--- src/rtl/demux_led_pkg.sv ---
// Shared constants and types for the 1-to-4 LED demultiplexer demo.
// Switch indices name which debounced button drives which action.
package demux_led_pkg;

  localparam int LED_COUNT              = 4;
  localparam int SEL_W                  = 2;
  localparam int DEFAULT_DEBOUNCE_LIMIT = 250000;

  localparam int SW_DATA  = 0;
  localparam int SW_SEL   = 1;
  localparam int SW_CLEAR = 2;
  localparam int SW_MODE  = 3;

  typedef enum logic {
    MODE_TRANSPARENT = 1'b0,
    MODE_LATCHED     = 1'b1
  } mode_e;

endpackage

--- src/rtl/switch_debounce_filter.sv ---
// Debounces one raw push-button and produces its stable level and a
// one-cycle pulse on each accepted rising edge.
module switch_debounce_filter #(
  parameter int DEBOUNCE_LIMIT = 250000
) (
  input  logic i_Clk,
  input  logic i_Reset,
  input  logic i_Switch,
  output logic o_Switch,
  output logic o_Press
);

  localparam int CNT_W = (DEBOUNCE_LIMIT > 2) ? $clog2(DEBOUNCE_LIMIT) : 1;
  localparam logic [CNT_W-1:0] CNT_MAX = CNT_W'(DEBOUNCE_LIMIT - 1);

  logic [CNT_W-1:0] cnt_d, cnt_q;
  logic             stable_d, stable_q;
  logic             prev_q;

  // Any sample equal to the accepted level restarts the stability count.
  always_comb begin
    cnt_d    = cnt_q;
    stable_d = stable_q;
    if (i_Switch != stable_q) begin
      if (cnt_q == CNT_MAX) begin
        stable_d = i_Switch;
        cnt_d    = '0;
      end else begin
        stable_d = stable_q;
        cnt_d    = cnt_q + CNT_W'(1);
      end
    end else begin
      stable_d = stable_q;
      cnt_d    = '0;
    end
  end

  // Counter, accepted level and edge history registers.
  always_ff @(posedge i_Clk or posedge i_Reset) begin
    if (i_Reset) begin
      cnt_q    <= '0;
      stable_q <= 1'b0;
      prev_q   <= 1'b0;
    end else begin
      cnt_q    <= cnt_d;
      stable_q <= stable_d;
      prev_q   <= stable_q;
    end
  end

  assign o_Switch = stable_q;
  assign o_Press  = stable_q & ~prev_q;

endmodule

--- src/rtl/demux_1_to_4_led.sv ---
// Routes a button-controlled data bit to one of four LEDs, either
// transparently (only the selected LED lit) or latched (LEDs hold their last write).
module demux_1_to_4_led
  import demux_led_pkg::*;
#(
  parameter int DEBOUNCE_LIMIT = DEFAULT_DEBOUNCE_LIMIT
) (
  input  logic i_Clk,
  input  logic i_Reset,
  input  logic i_Switch_1,
  input  logic i_Switch_2,
  input  logic i_Switch_3,
  input  logic i_Switch_4,
  output logic o_LED_1,
  output logic o_LED_2,
  output logic o_LED_3,
  output logic o_LED_4
);

  logic [LED_COUNT-1:0] raw_s;
  logic [LED_COUNT-1:0] press_s;
  logic [LED_COUNT-1:0] level_unused_s;

  logic                 data_d, data_q;
  logic [SEL_W-1:0]     sel_d, sel_q;
  mode_e                mode_d, mode_q;
  logic [LED_COUNT-1:0] led_d, led_q;

  assign raw_s = {i_Switch_4, i_Switch_3, i_Switch_2, i_Switch_1};

  for (genvar g = 0; g < LED_COUNT; g++) begin : g_sw
    switch_debounce_filter #(
      .DEBOUNCE_LIMIT(DEBOUNCE_LIMIT)
    ) u_filter (
      .i_Clk    (i_Clk),
      .i_Reset  (i_Reset),
      .i_Switch (raw_s[g]),
      .o_Switch (level_unused_s[g]),
      .o_Press  (press_s[g])
    );
  end

  // Next-state control; LEDs are written from the new data/select/mode.
  always_comb begin
    data_d = data_q;
    sel_d  = sel_q;
    mode_d = mode_q;
    led_d  = led_q;

    if (press_s[SW_CLEAR]) begin
      data_d = 1'b0;
    end else if (press_s[SW_DATA]) begin
      data_d = ~data_q;
    end else begin
      data_d = data_q;
    end

    if (press_s[SW_SEL]) begin
      sel_d = sel_q + SEL_W'(1);
    end else begin
      sel_d = sel_q;
    end

    if (press_s[SW_MODE]) begin
      mode_d = (mode_q == MODE_TRANSPARENT) ? MODE_LATCHED : MODE_TRANSPARENT;
    end else begin
      mode_d = mode_q;
    end

    if (press_s[SW_CLEAR]) begin
      led_d = '0;
    end else if (mode_d == MODE_TRANSPARENT) begin
      led_d        = '0;
      led_d[sel_d] = data_d;
    end else begin
      led_d        = led_q;
      led_d[sel_d] = data_d;
    end
  end

  // Control and LED destination registers.
  always_ff @(posedge i_Clk or posedge i_Reset) begin
    if (i_Reset) begin
      data_q <= 1'b0;
      sel_q  <= '0;
      mode_q <= MODE_TRANSPARENT;
      led_q  <= '0;
    end else begin
      data_q <= data_d;
      sel_q  <= sel_d;
      mode_q <= mode_d;
      led_q  <= led_d;
    end
  end

  assign o_LED_1 = led_q[0];
  assign o_LED_2 = led_q[1];
  assign o_LED_3 = led_q[2];
  assign o_LED_4 = led_q[3];

endmodule

--- config.mk ---
export PLATFORM = sky130hd
export DESIGN_NAME = demux_1_to_4_led
export DESIGN_NICKNAME = d
export VERILOG_FILES = /design/src/rtl/demux_led_pkg.sv /design/src/rtl/switch_debounce_filter.sv /design/src/rtl/demux_1_to_4_led.sv
export SDC_FILE = /design/constraint.sdc
export NUM_CORES = 1
export LEC_CHECK = 0
export CORE_ASPECT_RATIO = 1.75
export CORE_MARGIN = 3
export CORE_UTILIZATION = 55
export CTS_BUF_LIST = sky130_fd_sc_hd__clkbuf_16
export DETAILED_ROUTE_END_ITERATION = 7
export GPL_TIMING_DRIVEN = 0
export PLACE_DENSITY = 0.79
export SYNTH_ARGS = -nofsm -noshare
export SYNTH_HDL_FRONTEND = slang
export SYNTH_HIERARCHICAL = 1
export SYNTH_SLANG_ARGS = --single-unit
--- constraint.sdc ---
create_clock -name i_Clk -period 2.4 [get_ports i_Clk]
set_input_delay 0.48 -clock i_Clk [delete_from_list [all_inputs] [get_ports i_Clk]]
set_output_delay 0.48 -clock i_Clk [all_outputs]
set_load 0.02 [all_outputs]
==> results.md <==
- Congestion Overflow GR: 0
- WL final: 8.642 mm
- Fraction of layout cells with a size suffix above 1: 0.08316
- TritonCTS sink count: 88
- CTS tree: built
- Worst IR Drop VDD: 411.4 uV
- Die area: 0.009422 sq mm
- WL/cell: 15.13 microns
- Netlist Area Pre-Place: 0.004539 sq mm
- Via density: 5.960
- WP data required: 2.62 ns
- CP Cell Sequence: buf_6, or4b_1, nor4_2, a41o_1, buf_6, buf_12, nor2_1
- CP max-delay cell: or4b_1
- Area leader, netlist: dfrtp_1
- Gpl congestion: 0.9093
- Setup TNS: 0 ns
- Area Overhead vs Synth: 10.67%
- Synth top area share: 0.4851
- Cts bufs inserted: 9
- Final hold violation count: 0
- Main combinational cell family by area after synthesis: simple AND/OR/NAND/NOR gates
- Status: completed
- Startpoint types: flop
- Die width: 74.68 microns
- Max incr delay on CP: 0.54 ns
- H-Tree Depth: 3
- Hold Startpoint: g_sw[3].u_filter/o_Switch
- Worst r2r src: g_sw[3].u_filter/cnt_q[5]
- Port buffer count: 9
- Maxcap violations: 0
- Hold_buf cts: 0
- Count of cell types in the netlist: 33
- Tcrit/Tclk final: 0.8482
- Pre-antenna DRT Iters: 4
- Post-synthesis compound-gate area fraction: 0.05017
- Post-route ant nets: 0
- CP arrival: 2.26 ns
- Fin Clk Skew: 0.005448 ns
- Post-synthesis simple-gate area fraction: 0.2709
- Total setup buffers inserted after CTS: 0
- Worst rel slew slack: 0.4963
- Placed cell count: 555
- Setup crit end kind: flop
- Total number of yosys warnings: 6
- Die Y: 126.2 microns
- Minimum clock period: 2.036 ns
- Area of the core: 0.007963 sq mm
- CP dominant cell by count: buf_6
- Fmax: 491.3 MHz
- Cell area power density: 679.1 mW/mm^2
- Dpl cell area: 0.004742 sq mm
- Ys flop type: dfrtp_1
- Leakage power: 2.077 nW
- Site Rows: 43
- Seq/Total Area, Yosys: 0.4851
- Drt drc: 0
- Post-synthesis adder-cell area fraction: 0.01103
- Nets: 486
- Fillers: 633
- Ant diodes: 0
- Post-synth EDFFs: 0
- Max clock buf depth: 2
- Clock latency on the worst-skew pair: 0.34 ns
- Commonest cells post-synth: 88 x dfrtp_1, 60 x nor2_1, 40 x nand4_1
- CP max FO: 10
- Min-delay worst type: flop to flop
- Crit Path Category: flop to flop
- Final instance area: 0.005024 sq mm
- Slew @ Worst Pin: 0.7547 ns
- Largest net degree at the start of global routing: 21
- Synth async-reset ratio: 1.000
- CTS root buffer: clkbuf_16
- Delay-heaviest family, CP: simple AND/OR/NAND/NOR gates
- Worst Path Buf+Inv: 3
- DR iter-0 viols: 160
- Post-CTS sizing: 0
- Antenna violations before repair: 0
- Initial Util: 0.5701
- Mean Syn Cell Area: 9.955 sq um
- FF+latch count, synth: 88
- Gate Count Post-Synth: 456
- Synth area leaders: dfrtp_1 49%, xnor2_1 6.2%, nand4_1 5.5%
- Vias in the first global route: 3444
- Clk pin slew, worst setup/hold paths: 0.06 ns
- Most numerous cell in the Yosys netlist: dfrtp_1
- HPWL after DPL: 6.167 mm
- Total track usage: 0.2001
- Vias: 3403
- Syn nets: 466
- Io pins: 10
- Start point of the critical path: g_sw[3].u_filter/cnt_q[5]
- Final setup violation count: 0
- Slew Limit Fails: 0
- Synth Area in XOR/XNOR: 0.1138
- First-pass GRT wire length: 14.86 mm
- Post-synthesis mux area share: 0.009923
- Non-Filler Instances: 571
- RSZ-0062 raised after global routing: no
## kinds of logic (layout without fill, tap and decap cells)
logic type / after synthesis / count (layout)
adders and majority gates: 4 / 4
AOI/OAI and AO/OA: 36 / 36
xor gates and xnor gates: 59 / 59
buffers and inverters: 36 / 61
muxes: 4 / 4
and+or+nand+nor: 229 / 229
DFF: 88 / 88
## placed cells by master, fill, tap and decap left out, drive strengths merged, types with 5 or more instances in the layout
master	count
dfrtp	88
nor2	60
nand4	40
nand2	37
xnor2	32
xor2	27
clkbuf	21
and3	16
nor4	16
inv	14
a21oi	14
buf	13
nor3	12
nand3	11
clkdlybuf4s50	9
o21ai	8
o31ai	8
or4	8
or3	6
nor2b	5
or2	5
## layer usage
| metal | up-vias | part of all wire | GRT usage |
|---|---|---|---|
| li1 | 1652 | - | - |
| met1 | 1680 | 0.40 | 0.2216 |
| met2 | 57 | 0.56 | 0.3536 |
| met3 | 14 | 0.025 | 0.04153 |
| met4 | 0 | 0.016 | 0.09119 |
| met5 | - | 0 | 0 |
## worst reg2reg max path: stages, from the launching register on
cell and delay [ns]:
dfrtp_1 0.37, buf_6 0.13, or4b_1 0.54, nor4_2 0.33, a41o_1 0.23, buf_6 0.14
buf_12 0.13, nor2_1 0.05
## where the power goes
part	switching, mW	total, mW	internal, mW
Combinational	0.234	0.419	0.185
Clock	0.533	1.32	0.787
Sequential	0.0949	1.67	1.58
## final cells by class
cell class	instances	area (sq um)	area share
flip-flops and latches	88	2202	0.4384
plain buffers	25	226.5	0.04508
clock buffers	9	225.2	0.04483
well taps	90	112.6	0.02242
repair buffers	9	90.09	0.01793
clock inverters	7	56.30	0.01121
inverters	11	41.29	0.008219
multi-input cells	332	2069	0.4120
## path summary, 6_finish.rpt
kind                                              to  slack, ns  depth (start not counted)
setup / recovery           g_sw[3].u_filter/cnt_q[7]       0.36                          7
hold / removal               g_sw[3].u_filter/prev_q       0.44                          0
setup reg to reg           g_sw[3].u_filter/cnt_q[7]       0.36                          7
hold reg to reg              g_sw[3].u_filter/prev_q       0.44                          0
max in group asynchronous  g_sw[1].u_filter/cnt_q[8]       1.19                          2
min in group asynchronous                   sel_q[0]       0.54                          2
## flip-flops by register name, summed over array words and instances (netlist names)
| name | count |
|---|---|
| g_sw.u_filter/cnt_q | 72 |
| sel_q | 2 |
| g_sw.u_filter/prev_q | 4 |
| g_sw.u_filter/o_Switch | 4 |
| led_q | 4 |
| mode_q | 1 |
| data_q | 1 |
## through the flow
stage	worst slack [ns]	util	hold WS [ns]	power [mW]
floorplan	0.5700	-	0.2957	1.978
global placement	0.4017	0.5955	0.4126	2.106
detailed placement	0.3825	0.5955	0.4184	2.122
CTS	0.3618	0.6309	0.4416	3.459
global route	0.2451	0.6309	0.4519	3.578
finish	0.3644	0.6309	0.4387	3.412
Power figures use the tool's default switching activity.
